## config.mk

```make
export PLATFORM = sky130hd
export DESIGN_NAME = rsa_result_tx
export DESIGN_NICKNAME = d
export VERILOG_FILES = /design/src/rtl/rsa_result_tx.sv
export SDC_FILE = /design/constraint.sdc
export NUM_CORES = 1
export LEC_CHECK = 0
export CAP_MARGIN = 30
export CELL_PAD_IN_SITES_DETAIL_PLACEMENT = 1
export CELL_PAD_IN_SITES_GLOBAL_PLACEMENT = 1
export CORE_MARGIN = 4
export CORE_UTILIZATION = 47
export CTS_CLUSTER_DIAMETER = 150
export DETAILED_ROUTE_END_ITERATION = 10
export PLACE_DENSITY = 0.83
export SKIP_LAST_GASP = 1
export SLEW_MARGIN = 30
export SYNTH_ARGS = -nofsm -noshare
export SYNTH_HDL_FRONTEND = slang
export SYNTH_SLANG_ARGS = --single-unit
```

## constraint.sdc

```tcl
create_clock -name clk -period 5.1 [get_ports clk]
set_clock_uncertainty 0.05 [all_clocks]
set_input_delay 1.53 -clock clk [delete_from_list [all_inputs] [get_ports clk]]
set_output_delay 1.53 -clock clk [all_outputs]
set_load 0.02 [all_outputs]
```

## src/rtl/rsa_result_tx.sv

```systemverilog
`default_nettype none
// ============================================================================
// Module   : rsa_result_tx
// Purpose  : Serialises a 32-bit RSA result word onto a UART 8N1 line as four
//            back-to-back bytes, most significant byte first, each byte sent
//            LSB first. A transmission is triggered by the rising edge of the
//            RSA I/O stage's completion flag.
// Ports    : clk     - system clock, rising edge
//            rstn    - asynchronous active-low reset
//            start   - level request; only its rising edge is acted on
//            data_in - 32-bit word captured on the accepted edge
//            tx      - serial line, idles high
//            busy    - high while a word is on the line
//            done    - one-cycle pulse after the last stop bit
// Revision : 1.0 - initial release
// ============================================================================
module rsa_result_tx #(
    parameter int CLKS_PER_BIT = 434
) (
    input  logic        clk,
    input  logic        rstn,
    input  logic        start,
    input  logic [31:0] data_in,
    output logic        tx,
    output logic        busy,
    output logic        done
);

    typedef enum logic [1:0] {
        IDLE      = 2'd0,
        START_BIT = 2'd1,
        DATA_BITS = 2'd2,
        STOP_BIT  = 2'd3
    } state_t;

    localparam logic [15:0] BAUD_LAST = 16'(CLKS_PER_BIT - 1);

    state_t      state;
    state_t      state_next;
    logic        start_d;
    logic [31:0] shift_reg;
    logic [1:0]  byte_idx;
    logic [2:0]  bit_idx;
    logic [15:0] baud_cnt;
    logic        done_r;
    logic        done_next;
    logic        start_edge;
    logic        baud_end;

    assign start_edge = start & ~start_d;
    assign baud_end   = (baud_cnt == BAUD_LAST);
    assign busy       = (state != IDLE);
    assign done       = done_r;

    // Next-state and line driver. tx is decoded from the state register so an
    // asynchronous reset returns the line to idle without waiting for a clock.
    always_comb begin
        state_next = state;
        done_next  = 1'b0;
        tx         = 1'b1;
        case (state)
            IDLE: begin
                if (start_edge) state_next = START_BIT;
            end
            START_BIT: begin
                tx = 1'b0;
                if (baud_end) state_next = DATA_BITS;
            end
            DATA_BITS: begin
                // The byte being sent always sits in the top lane of the
                // shift register.
                tx = shift_reg[{2'b11, bit_idx}];
                if (baud_end && (bit_idx == 3'd7)) state_next = STOP_BIT;
            end
            STOP_BIT: begin
                if (baud_end) begin
                    if (byte_idx != 2'd3) begin
                        state_next = START_BIT;
                    end else begin
                        state_next = IDLE;
                        done_next  = 1'b1;
                    end
                end
            end
            default: state_next = IDLE;
        endcase
    end

    always_ff @(posedge clk or negedge rstn) begin
        if (!rstn) begin
            state     <= IDLE;
            start_d   <= 1'b0;
            shift_reg <= '0;
            byte_idx  <= '0;
            bit_idx   <= '0;
            baud_cnt  <= '0;
            done_r    <= 1'b0;
        end else begin
            state   <= state_next;
            start_d <= start;
            done_r  <= done_next;

            if (state == IDLE) begin
                baud_cnt <= '0;
                if (start_edge) begin
                    shift_reg <= data_in;
                    byte_idx  <= '0;
                    bit_idx   <= '0;
                end
            end else begin
                baud_cnt <= baud_end ? 16'd0 : baud_cnt + 16'd1;
                if (baud_end) begin
                    case (state)
                        START_BIT: bit_idx <= '0;
                        DATA_BITS: bit_idx <= bit_idx + 3'd1;
                        STOP_BIT: begin
                            if (byte_idx != 2'd3) begin
                                byte_idx  <= byte_idx + 2'd1;
                                // Bring the next less-significant byte up.
                                shift_reg <= {shift_reg[23:0], 8'h00};
                            end
                        end
                        default: ;
                    endcase
                end
            end
        end
    end

endmodule
`default_nettype wire

```

Word-level counts from Yosys, hierarchy flattened:

Cells that the tools add are included.

* memories kept: 0
* memory bits (read-only): 0
* register bits: 57
* bits in writable memories: 0
* output and inout bits: 3
* word-level logic and storage cells: 61
* input bits: 35
* bits in latches: 0

* multipliers: 0
* shift operators: 0
* muxes and demuxes: 28
* reduce and logical (&&, ||, !) cells: 10
* add/sub/neg operators: 3
* bitwise logic cells: 2
* $lt $le $gt $ge: 1
* equal/unequal tests: 10
* div/mod/pow operators: 0

Operators by type and width (count)
* 2-to-1 mux 32 bit: 5
* 2-to-1 mux 16 bit: 2
* 2-to-1 mux 2 bit: 9
* adder 16 x 1 -> 16 bit, second input constant: 1
* == test 16 x 9 -> 1 bit, second input constant: 1
* inequality test 2 bit, second input constant: 5
* 2-to-1 mux 3 bit: 3
* case mux 2 bit (4 select lines): 1
* AND reduction 4 bit: 2
* nonzero test 2 bit: 4
* less-than comparator 5 x 6 -> 1 bit, second input constant: 1
* case mux 3 bit (2 select lines): 1
* 2-to-1 mux 1 bit: 5
* == test 2 bit, second input constant: 2
* adder 3 x 1 -> 3 bit, second input constant: 1
* binary-select mux 1 bit (select 3 bit): 1
* == test 3 bit, second input constant: 1
* AND reduction 3 bit: 1
* nonzero test 3 bit: 1
* adder 2 x 1 -> 2 bit, second input constant: 1
* == test 2 x 1 -> 1 bit, second input constant: 1
* logical NOT 2 bit: 1
* case mux 1 bit (2 select lines): 1
* AND 1 bit: 1
* 2 further kinds: 2

Logic depth before layout (Yosys ltp):

Gate-level depths: netlist (run 1).

* depth after elaboration: 5
* mapped depth: 7
* gate-level depth less buffers: 6

Worst setup path after synthesis (run 1):

No wires, ideal clock.

* path kind: reg-to-output
* start: register bit_idx[0]
* end: output tx
* data arrival time: 1217 ps
* setup slack: 2303 ps
* required time: 3520 ps
* stages on the path, launching flop included: 4
* path buffers: 0
* cells stage by stage: dfrtp_1 > mux4_2 > mux2i_1 > mux2i_1

* word-level cells in the longest chain between the ends: 3

Ends and longest elaborated chain
* from (decl): RTL line 43 `logic [2:0] bit_idx;`
* from (signal assigned): RTL line 115 `DATA_BITS: bit_idx <= bit_idx + 3'd1;`
* binary-select mux 1 bit (select 3 bit): RTL line 72 `tx = shift_reg[{2'b11, bit_idx}];`
* 2-to-1 mux 1 bit (implied by the code): RTL line 72
* case mux 1 bit (2 select lines): RTL line 61 `case (state)`
* to (decl): RTL line 24 `output logic tx,`

Every way passes these cells. The select of a mux whose other input is x is not followed.

Worst setup path after layout (run 1):

Same ends and word-level chain as after synthesis.

==> results of run 1 <==
## placed cells by master (no fill, tap or decap), drive strengths merged
cell	count
o311ai	3
or3	24
ha	10
or4	3
nand4	6
mux2i	3
nand3	6
o21ai	13
clkinv	3
nor2	21
and3	2
nand2	21
or3b	1
a2bb2oi	1
nor3	5
o211ai	1
o221ai	1
nand3b	1
a31o	1
inv	11
mux4	2
xor2	1
nand2b	2
o221a	24
or2	1
nor2b	1
mux2	1
nor4	6
a21oi	1
clkdlybuf4s50	36
clkbuf	13
dfrtp	57
buf	3
xnor2	13
## power by group
| part | leakage (nW) | switching [mW] | internal, mW |
|---|---|---|---|
| clock | 0.0932 | 0.178 | 0.201 |
| sequential | 0.749 | 0.000175 | 0.453 |
| combinational | 0.553 | 0.0131 | 0.0233 |
| total | 1.40 | 0.191 | 0.677 |
## layer usage
metal	global-route usage [%]	wire, um	part of all wire [%]	vias to the layer above
li1	-	-	-	1020
met1	29.2	3280	47	1123
met2	32.1	3320	47	49
met3	4.80	309	4.4	13
met4	9.35	118	1.7	0
met5	0	0	0	-
## cell type report
class | instances | area (sq um) | area share, %
clock buffer | 13 | 159 | 4.65
clock inverter | 3 | 15.0 | 0.439
inverter | 11 | 41.3 | 1.21
multi-input combinational | 175 | 1300 | 38.0
sequential | 57 | 1430 | 41.7
tap | 75 | 93.8 | 2.75
timing repair buffer | 39 | 383 | 11.2
## stage by stage
stage	area, sq um	util [%]	instances
2_1_floorplan	2850	-	255
4_1_cts	3410	57.7	373
6_report	3420	57.7	373
3_5_place_dp	3240	54.7	357
5_1_grt	3420	57.7	373
3_3_place_gp	3240	54.7	357
## cells by family (layout without fill, tap and decap cells)
logic type | count (synthesis) | after routing
compound gates | 45 | 45
xor+xnor | 14 | 14
fa+ha+maj | 10 | 10
buf+inv | 23 | 66
flops | 57 | 57
mux | 6 | 6
simple gates | 100 | 100
## critical path, cell delays in order, from the launching register on
cell and delay (ps):
dfrtp_1 470, mux4_2 540, mux2i_1 210, mux2i_1 100
clkdlybuf4s50_1 540
## path summary, 6_finish.rpt
check / depth (start not counted) / slack (ps) / endpoint / startpoint
hold reg to reg: 1 / 440 / byte_idx[0] / byte_idx[0]
setup reg to reg: 5 / 2560 / shift_reg[31] / state[0]
min in group asynchronous: 1 / 1110 / shift_reg[30] / rstn
max in group asynchronous: 2 / 3190 / shift_reg[26] / rstn
hold / removal: 1 / 440 / byte_idx[0] / byte_idx[0]
setup / recovery: 4 / 1330 / tx / bit_idx[0]
==> qor.yml, run 1 <==
status: "finished, final reports clean"
coreArea_sq_um: 5920
synth.most_common_cell: "dfrtp_1"
wl_per_cell_um: 18.9
muxShareOfSynthArea_pct: 3.02
total_power_mw: 0.868
synth_cell_types: 39
grt_max_degree: 38
ys_top_cells_by_count: "57 x dfrtp_1, 24 x or3_1, 21 x nand2_1, 21 x nor2_1, 19 x o221a_1"
grt_pass1_vias: 2377
io_buffer_count: 37
clock_sinks: 57
netlist_top_cells_area: "dfrtp_1 50%, o221a_1 7.5%, or3_1 5.3%"
postSynthAreaPerCell_sq_um: 11.2
synthSimpleGateAreaFrac_pct: 19.5
startpoint_type: "flop"
ios: 38
grt_pass1_wl_mm: 12.2
nets: 338
synth_top_area_share_pct: 50.0
cts_tree: "yes"
gp_congestion: 0.791
die_y_um: 85.9
hpwl_mm: 4.91
finalSetupViolCount: 0
synthXorXnorAreaFrac_pct: 4.30
synth_flop_cell: "dfrtp_1"
crit_fanout: 5
max_freq_mhz: 265
antenna_found_initial: 0
ant_nets: 0
hold_path_class: "reg2reg"
cts_setup_buffers: 0
drv_cap: 0
h-tree-depth: 3
syn-num-nets: 300
ys_ff_latch: 57
vias_per_cell: 5.91
hold_viol: 0
cts_hold_buf: 0
vias: 2205
synth_top_family_by_area: "simple AND/OR/NAND/NOR gates"
dieWidth_um: 85.9
rows: 28
cts_buffer_depth: 2
synth_area_leader_cell: "dfrtp_1"
area_delta_synth_final_pct: 19.7
syn_inst: 255
post_cts_resized: 0
worst_slack_ps: 1330
pre_cts_ws_ps: 1480
first_iter_violations: 111
required_ps: 3520
cp.arrival_ps: 2190
synth-seq-area-share_pct: 50.0
antennaDiodeCount: 0
largest_reg_flops: 32
worst_pin_slew_ps: 787
synth.cell_area_sq_um: 2850
initial_core_util_pct: 48.2
dr.pass1.iters: 4
powerDensity_nw_per_um2: 254
gr-total-overflow: 0
leakagePower_nw: 1.40
grtUsageTotal_pct: 21.2
die_area_sq_um: 7380
slew_headroom_pct: 47.5
fin_crit_sh_pct: 73.9
drive_gt1_share_pct: 11.7
nFillCells: 651
root_buffer: "clkbuf_8"
synth-edff-count: 0
endpoint_kind: "primary output"
path_class: "reg2out"
cts.clk_slew.worst_paths_ps: 60
drv_slew: 0
synth_compound_area_share_pct: 14.3
tns_ps: 0
grt_setup_unrepaired: "no"
post-route-drc-count: 0
wl_mm: 7.03
insertion_delay_ps: 330
period_needed_ps: 3770
synthArstFlopShare_pct: 100
ir_drop_mv: 0.135
synthAdderAreaFrac_pct: 4.38
cts_inserted_buffers: 9
yosysWarnings: 0
whs_ps: 439
Note: power is estimated with default switching activity, not from simulation.
==> run 2: changes to the inputs <==
- CORE_UTILIZATION: 47 -> 43
- PLACE_DENSITY: 0.83 -> 0.77
- clock period: 5.1 -> 3.59 ns (I/O delays scaled with it)
==> qor.yml, run 2 (synthesized netlist as in run 1, its figures left out) <==
hpwl_mm: 4.86
crit_path_top_delay_cell: "clkdlybuf4s50_1"
drv_slew: 0
ant_nets: 0
h-tree-depth: 3
root_buffer: "clkbuf_8"
required_ps: 2460
crit_top_cell: "inv_1"
vias: 2128
wl_mm: 6.86
insertion_delay_ps: 340
final_common_cell: "dfrtp_1"
crit_family: "buffers and inverters"
vias_per_cell: 5.67
post_cts_resized: 0
antenna_found_initial: 0
max_freq_mhz: 311
hold_viol: 0
cts.clk_slew.worst_paths_ps: 60
cts_setup_buffers: 0
place_area_sq_um: 3260
startpoint_type: "flop"
slew_headroom_pct: 48.5
first_iter_violations: 87
gp_congestion: 0.743
post-route-cell-area_sq_um: 3450
area_delta_synth_final_pct: 20.8
cts_tree: "yes"
path_cells: "inv_1 -> ha_1 -> inv_1 -> clkdlybuf4s50_1"
antennaDiodeCount: 0
rows: 29
crit_fanout: 7
io_buffer_count: 37
wl_per_cell_um: 18.3
total_power_mw: 1.26
min_from: "byte_idx[0]"
register_area_sq_um: 1430
path_buf_inv: 3
drv_cap: 0
largest_reg_flops: 32
cp.arrival_ps: 2090
die_area_sq_um: 8000
leakagePower_nw: 1.40
worst_pin_slew_ps: 772
path_class: "reg2out"
nFillCells: 699
fin_crit_sh_pct: 89.5
dieWidth_um: 89.5
grt_pass1_vias: 2243
multi_input_area_sq_um: 1300
endpoint_kind: "primary output"
finalSetupViolCount: 0
grt_setup_unrepaired: "no"
cts_hold_buf: 0
final_cell_mix: "57 x dfrtp_1, 36 x clkdlybuf4s50_1, 24 x or3_1"
powerDensity_nw_per_um2: 365
status: "finished, final reports clean"
r2r-start: "state[0]"
ir_drop_mv: 0.219
coreArea_sq_um: 6390
dr.pass1.iters: 4
cts_inserted_buffers: 9
post-route-drc-count: 0
die_y_um: 89.5
nets: 339
initial_core_util_pct: 44.7
cp-startpoint: "state[0]"
grtUsageTotal_pct: 19.2
gr-total-overflow: 0
ios: 38
period_needed_ps: 3210
tns_ps: 0
max_stage_delay_ps: 660
clock_sinks: 57
hold_path_class: "reg2reg"
grt_max_degree: 32
drive_gt1_share_pct: 12.4
grt_pass1_wl_mm: 11.5
cts_buffer_depth: 2
==> run 2: cell count changes in the layout (fill, tap and decap cells not counted), sizes merged <==
cell / delta
clkbuf: -4
clkinvlp: +2
buf: +1
bufinv: +1
==> run 2: cell type report <==
type / instances / area share, %
flip-flops and latches: 57 / 41.4
multi-input cells: 175 / 37.7
repair buffers: 40 / 11.6
clock buffers: 9 / 3.59
well taps: 77 / 2.79
clock inverters: 6 / 1.74
inverters: 11 / 1.20
==> run 2: worst paths after layout <==
check                                 to  slack, ps  cells past startpoint
hold / removal               byte_idx[0]        460                      1
setup reg to reg            shift_reg[9]       1060                      5
min in group asynchronous  shift_reg[22]        720                      1
setup / recovery                    busy        380                      4
max in group asynchronous    baud_cnt[3]       2170                      2
hold reg to reg              byte_idx[0]        460                      1
==> run 2: per-stage QoR <==
stage	utilization [%]	instances	hold WS, ps	setup slack, ps
3_5_place_dp	51.1	360	444	740
2_1_floorplan	-	255	407	1250
3_3_place_gp	51.1	360	422	765
4_1_cts	54.0	375	463	369
6_report	54.0	375	459	377
5_1_grt	54.0	375	473	263
==> run 2: routing by layer <==
metal	GRT usage, %	up-vias	share of wire, %
met1	26.5	1054	48
li1	-	1023	-
met4	8.66	0	1.7
met5	0	-	0
met2	29.5	39	47
met3	3.04	12	3.4
==> run 2: where the power goes <==
group          internal [mW]  switching (mW)
Combinational         0.0341          0.0181
Clock                  0.312           0.252
Sequential             0.643        0.000259
==> run 3: changes to the inputs <==
- CTS_CLUSTER_DIAMETER: 150 -> 200
- MAX_ROUTING_LAYER: unset -> met4
==> qor.yml, run 3 (synthesized netlist as in run 1, its figures left out) <==
crit_end: "tx"
leakagePower_nw: 1.40
io_buffer_count: 37
grt_pass1_vias: 2243
cp.arrival_ps: 2080
tns_ps: 0
ir_drop_mv: 0.218
path_class: "reg2out"
finalSetupViolCount: 0
dp_cells: 360
nets: 339
cts_setup_buffers: 0
grtUsageTotal_pct: 19.7
grt_pass1_wl_mm: 11.4
cts_inserted_buffers: 9
register_area_sq_um: 1430
pre_cts_ws_ps: 740
clkPwrFrac_pct: 44.7
h-tree-depth: 3
root_buffer: "clkbuf_8"
post-route-cell-area_sq_um: 3450
final_common_cell: "dfrtp_1"
area_delta_synth_final_pct: 20.8
startpoint_type: "flop"
clock_sinks: 57
hpwl_mm: 4.86
dr.pass1.iters: 4
initial_core_util_pct: 44.7
total_power_mw: 1.26
p_int_mw: 0.989
status: "finished, final reports clean"
sw_frac_of_total_pct: 21.4
vias: 2122
gr-total-overflow: 0
largest_reg_flops: 32
grt_max_degree: 32
share_comb_of_total_power_pct: 4.1
worst_slack_ps: 387
r2r-start: "state[0]"
multi_input_area_sq_um: 1300
cts.clk_slew.worst_paths_ps: 60
hold_viol: 0
cts_hold_buf: 0
rows: 29
rr_worst_depth: 5
vias_per_cell: 5.66
wl_mm: 6.85
coreArea_sq_um: 6390
drv_cap: 0
drive_gt1_share_pct: 12.4
insertion_delay_ps: 330
crit_fanout: 5
first_iter_violations: 88
worst-r2r-setup-slack_ps: 1080
powerDensity_nw_per_um2: 365
finalNonFillerCells: 375
cts_tree: "yes"
p_sw_mw: 0.269
antennaDiodeCount: 0
nFillCells: 699
grt_setup_unrepaired: "no"
die_y_um: 89.5
ant_nets: 0
final_cell_mix: "57 x dfrtp_1, 36 x clkdlybuf4s50_1, 24 x or3_1"
dieWidth_um: 89.5
post-route-drc-count: 0
ios: 38
place_area_sq_um: 3260
fin_crit_sh_pct: 89.2
endpoint_kind: "primary output"
cts_buffer_depth: 2
gp_congestion: 0.752
r2r-end: "shift_reg[9]"
whs_ps: 454
power_frac_seq_pct: 51.1
final_util_pct: 54.0
slew_headroom_pct: 48.5
wl_per_cell_um: 18.3
worst_pin_slew_ps: 773
hold_path_class: "reg2reg"
post_cts_resized: 0
die_area_sq_um: 8000
drv_slew: 0
cp-startpoint: "bit_idx[0]"
antenna_found_initial: 0
period_needed_ps: 3200
required_ps: 2460
max_freq_mhz: 312
==> run 3: cell counts in the layout (fill, tap and decap cells not counted) <==
Identical to the previous run, type by type.
==> run 3: critical path, stage by stage (launching register included) <==
cell and delay (ps):
dfrtp_1 430, mux4_2 520, mux2i_1 160, mux2i_1 90, clkdlybuf4s50_1 540
==> run 3: worst min path at each step <==
stage                      startpoint          end  slack, ps  cells after the start
after CTS                 byte_idx[0]  byte_idx[0]        460                      1
after floorplan           byte_idx[0]  byte_idx[0]        410                      1
final                     byte_idx[0]  byte_idx[0]        450                      1
after global placement    byte_idx[0]  byte_idx[0]        420                      1
after detailed placement  byte_idx[0]  byte_idx[0]        440                      1
after global routing      byte_idx[0]  byte_idx[0]        470                      1
==> run 3: area by class of cell <==
| class | instances | area share [%] |
|---|---|---|
| Clock buffer | 9 | 3.59 |
| Clock inverter | 6 | 1.74 |
| Timing Repair Buffer | 40 | 11.6 |
| Sequential cell | 57 | 41.4 |
| Multi-Input combinational cell | 175 | 37.7 |
| Inverter | 11 | 1.20 |
| Tap cell | 77 | 2.79 |
==> run 3: layer usage <==
| metal | track usage, % | wire length, um |
|---|---|---|
| met2 | 29.7 | 3180 |
| met5 | - | 0 |
| met3 | 3.04 | 276 |
| met1 | 26.2 | 3250 |
| met4 | 8.66 | 146 |
==> run 3: power by group through the flow <==
stage / logic [mW] / clock network (mW) / registers (mW)
after floorplan: 0.000755 / 0 / 0.655
after global placement: 0.0530 / 0 / 0.655
after detailed placement: 0.0535 / 0 / 0.655
after CTS: 0.0538 / 0.580 / 0.643
after global routing: 0.0575 / 0.612 / 0.643
final: 0.0522 / 0.563 / 0.643
==> patch 1 (settings of run 3) <==
Add an input register stage for `start` and `data_in`; this delays them by one clock.
--- a/src/rtl/rsa_result_tx.sv
+++ b/src/rtl/rsa_result_tx.sv
@@ -37,2 +37,10 @@
 
+    logic start_q;
+    logic [31:0] data_q;
+
+    always_ff @(posedge clk) begin
+        start_q <= start;
+        data_q  <= data_in;
+    end
+
     state_t      state;
@@ -49,3 +57,3 @@
 
-    assign start_edge = start & ~start_d;
+    assign start_edge = start_q & ~start_d;
     assign baud_end   = (baud_cnt == BAUD_LAST);
@@ -99,3 +107,3 @@
             state   <= state_next;
-            start_d <= start;
+            start_d <= start_q;
             done_r  <= done_next;
@@ -105,3 +113,3 @@
                 if (start_edge) begin
-                    shift_reg <= data_in;
+                    shift_reg <= data_q;
                     byte_idx  <= '0;
Behaviour: not the same (a bounded check fails within 4 cycles, from zero or initial values and one cycle with rstn low).
==> patch 1 against run 3 <==
Synthesized area grew 29%; wire length grew 20%; sequential cell count grew 33; maximum frequency shrank 4.5%; cell area grew 26%; total power grew 140%; utilization shrank 1.3 points; count of clock-buffer cells in the layout grew 4; register-to-register slack lost 310 ps; setup slack lost 150 ps; first-iteration DRC count shrank 22%.
==> patch 1: results (changes against run 3) <==
[outcome]
outcome = completed  ; unchanged

[critical_path]
rr_worst_depth = 6  ; was 5
r2r-end = shift_reg[17]  ; was shift_reg[9]
cp.arrival_ps = 2230  ; was 2080 ps
r2r_setup_slack_ps = 770  ; was 1080 ps
slowest_delay_ps = 560  ; was 540 ps

[placement]
dp.cells = 470  ; was 360
gp_congestion = 0.8767  ; was 0.7521
postPlaceCellArea_sq_um = 4139  ; was 3263 sq um
hpwl_mm = 5.489  ; was 4.864 mm
dpl_worst_slack_ps = 599.3  ; was 739.7 ps

[synthesis]
synth.top_cell.area_share_pct = 38.70  ; was 49.98%
synth.area.mux_share_pct = 2.614  ; was 3.025%
synth_area_leaders = dfrtp_1 39%, dfxtp_1 18%, nor2_1 6.5%  ; was dfrtp_1 50%, o221a_1 7.5%, or3_1 5.3%
ys_seq_area_share_pct = 56.62  ; was 49.98%
ys_types = 38  ; was 39
synthAdderAreaFrac_pct = 3.394  ; was 4.384%
synthTopCellsByCount = 64 x nor2_1, 57 x dfrtp_1, 33 x dfxtp_1  ; was 57 x dfrtp_1, 24 x or3_1, 21 x nand2_1, 21 x nor2_1, 19 x o221a_1
synth-async-reset-ratio_pct = 63.33  ; was 100.0%
synthCells = 344  ; was 255
syn_nets = 389  ; was 300
synth-compound-area-share_pct = 11.13  ; was 14.34%

[cells_and_area]
stdcell_count = 486  ; was 375
fin_util_pct = 52.65  ; was 53.98%
nets = 421  ; was 339
nFillCells = 913  ; was 699
final_layout_size_suffix_gt1_share_pct = 13.91  ; was 12.42%

[cts]
clk_pin_slew_ps = 80  ; was 60 ps
clk_latency_ps = 350  ; was 330 ps

[power]
leakagePower_nw = 1.745  ; was 1.402 nW
ir_drop_v = 0.0002516  ; was 0.0002181 V

[timing]
fmax_mhz = 298.1  ; was 312.2 MHz

[detailed_routing]
drt-initial-drc-count = 69  ; was 88
met2WireLength_mm = 3.950  ; was 3.176 mm
routed_wl_mm = 8.195  ; was 6.848 mm
drt-vias-per-instance = 5.407  ; was 5.659
wl_met1_mm = 3.826  ; was 3.249 mm
dr_wl_met3_um = 280  ; was 276 um

[worst_hold_path]
min-delay-start = start_q  ; was byte_idx[0]
hold_end = start_d  ; was byte_idx[0]
whs_path_depth = 0  ; was 1

[global_route]
grt_max_degree = 33  ; was 32
grt_pass1_wl_mm = 13.95  ; was 11.43 mm
grt_pass1_vias = 2840  ; was 2243
grt_util_all_layers_pct = 18.15  ; was 19.68%

patch 1: cell type report:
type	instances	area share, %
Multi-Input combinational cell	223	33.76
Timing Repair Buffer	42	9.554
Inverter	10	0.8633
Tap cell	105	3.022
Clock buffer	13	4.403
Clock inverter	3	0.4029
Sequential cell	90	48.00
patch 1: worst reg2reg max path: stages (launching register included):
cell      delay, ps
dfrtp_1         430
inv_1           120
ha_1            390
or2_2           530
or3_1           660
buf_4           330
a211oi_1        230
patch 1: where the power goes:
group / leakage [nW] / internal (mW) / switching, mW
sequential: 0.988 / 1.23 / 0.149
combinational: 0.652 / 0.401 / 0.550
clock: 0.106 / 0.353 / 0.348
patch 1: cells by family after synthesis:
family	count (synthesis)
and+or+nand+nor	149
DFF	90
AOI/OAI and AO/OA	44
buffers and inverters	31
xor gates and xnor gates	13
adders and majority gates	10
muxes	7
patch 1: metal layers:
metal / track usage [%] / vias to the layer above
met5: - / -
met4: 6.632 / 0
met3: 3.114 / 14
li1: - / 1265
met2: 29.16 / 50
met1: 23.07 / 1299
==> patch 2 (config.mk and constraints of run 3) <==
Made on the original files. The parameter `CLKS_PER_BIT` goes from 434 to 325.
--- a/src/rtl/rsa_result_tx.sv
+++ b/src/rtl/rsa_result_tx.sv
@@ -17,3 +17,3 @@
 module rsa_result_tx #(
-    parameter int CLKS_PER_BIT = 434
+    parameter int CLKS_PER_BIT = 325
 ) (
Behaviour: no difference found for any inputs over 10 cycles, from zero or initial values and one cycle with rstn low; that may be too few to reach the edited logic, so the function may still have changed.
==> patch 2 against run 3 <==
Count of clock-buffer cells in the layout increased by 1; synthesized cell count unchanged; total power increased by 6.7%; die area increased by 0.11%; register-to-register slack got worse by 310 ps; setup slack got worse by 67 ps; cell area increased by 1.2%; sequential power about the same; wire length increased by 2.1%; synthesized area increased by 0.13%; sequential cell count unchanged; largest cell class unchanged.
==> patch 2: results (changes against run 3) <==
[outcome]
outcome = completed  ; unchanged

[placement]
gp_congestion = 0.7460  ; was 0.7521
hpwl_mm = 4.845  ; was 4.864 mm
postPlaceCellArea_sq_um = 3278  ; was 3263 sq um

[critical_path]
cp.arrival_ps = 2140  ; was 2080 ps
reg2reg_from = baud_cnt[12]  ; was state[0]

[synthesis]
ys_seq_area_share_pct = 49.91  ; was 49.98%
synth_warnings = 0  ; unchanged
ys_types = 42  ; was 39
synth-async-reset-ratio_pct = 100.0  ; unchanged
synthTopCellsByCount = 57 x dfrtp_1, 24 x o221a_2, 24 x or3_1  ; was 57 x dfrtp_1, 24 x or3_1, 21 x nand2_1, 21 x nor2_1, 19 x o221a_1
synth_area_leaders = dfrtp_1 50%, o221a_2 9.5%, or3_1 5.3%  ; was dfrtp_1 50%, o221a_1 7.5%, or3_1 5.3%

[detailed_routing]
wl_met1_mm = 3.407  ; was 3.249 mm
via_count = 2198  ; was 2122
routed_wl_mm = 6.990  ; was 6.848 mm
dr_wl_met3_um = 240  ; was 276 um
first_pass_iters = 5  ; was 4
drt-initial-drc-count = 134  ; was 88
met2WireLength_mm = 3.243  ; was 3.176 mm

[timing]
tns_ps = 0  ; unchanged
relSlewSlack_pct = 54.34  ; was 48.46%

[power]
ir_drop_v = 0.0002210  ; was 0.0002181 V
leakagePower_nw = 1.478  ; was 1.402 nW

[cells_and_area]
final_layout_size_suffix_gt1_share_pct = 19.06  ; was 12.42%
nFillCells = 703  ; was 699

[global_route]
grt_pass1_vias = 2268  ; was 2243
grt_pass1_wl_mm = 11.60  ; was 11.43 mm
grt_util_all_layers_pct = 20.04  ; was 19.68%
grt_max_degree = 31  ; was 32

[worst_hold_path]
min-delay-start = baud_cnt[0]  ; was byte_idx[0]

[patch 2: routing by layer]
metal,global-route usage (%),up-vias
met2,29.87,47
met5,-,-
met4,8.660,0
li1,-,1021
met3,3.134,8
met1,27.07,1122
[patch 2: final cells by class]
cell class / instances / area, sq um / area share, %
Clock buffer: 10 / 127.6 / 3.659
Clock inverter: 6 / 82.58 / 2.367
Inverter: 9 / 33.78 / 0.9684
Multi-Input combinational cell: 176 / 1314 / 37.66
Sequential cell: 57 / 1426 / 40.89
Tap cell: 77 / 96.34 / 2.762
Timing Repair Buffer: 41 / 407.9 / 11.69
[patch 2: cell families (layout without fill, tap and decap cells)]
logic type      count (synthesis)  after routing  share of synthesized area, %
simple gates                  101            101                         19.83
flops                          57             57                         49.91
mux                             6              6                         3.021
buf+inv                        22             66                         4.115
xor+xnor                       14             14                         4.291
fa+ha+maj                      10             10                         4.378
compound gates                 45             45                         14.45
[patch 2: path summary, 6_finish.rpt]
path                                 end  cells past startpoint
max                                   tx                      4
max reg2reg                shift_reg[25]                      4
min in group asynchronous  shift_reg[22]                      1
min reg2reg                  baud_cnt[0]                      1
max in group asynchronous       state[1]                      2
min                          baud_cnt[0]                      1
[patch 2: power breakdown]
group          internal (mW)  switching [mW]  total, mW  leakage [nW]
Sequential             0.643        0.000204      0.643         0.764
Combinational         0.0341          0.0185     0.0527         0.607
Clock                  0.387           0.260      0.647         0.106
[patch 2: worst max-delay path, cell delays in order (launching register included)]
cell and delay, ps:
dfrtp_1 460, mux4_2 530, mux2i_1 180, mux2i_1 100, clkdlybuf4s50_1 540
[patch 2: per-stage QoR]
stage | setup slack (ps) | util (%) | cells | hold slack, ps
after global routing | 129.0 | 54.62 | 376 | 460.9
after floorplan | 1236 | - | 255 | 401.4
after global placement | 557.8 | 51.33 | 360 | 419.7
after CTS | 281.2 | 54.62 | 376 | 442.1
after detailed placement | 536.3 | 51.33 | 360 | 436.3
final | 319.5 | 54.62 | 376 | 441.4
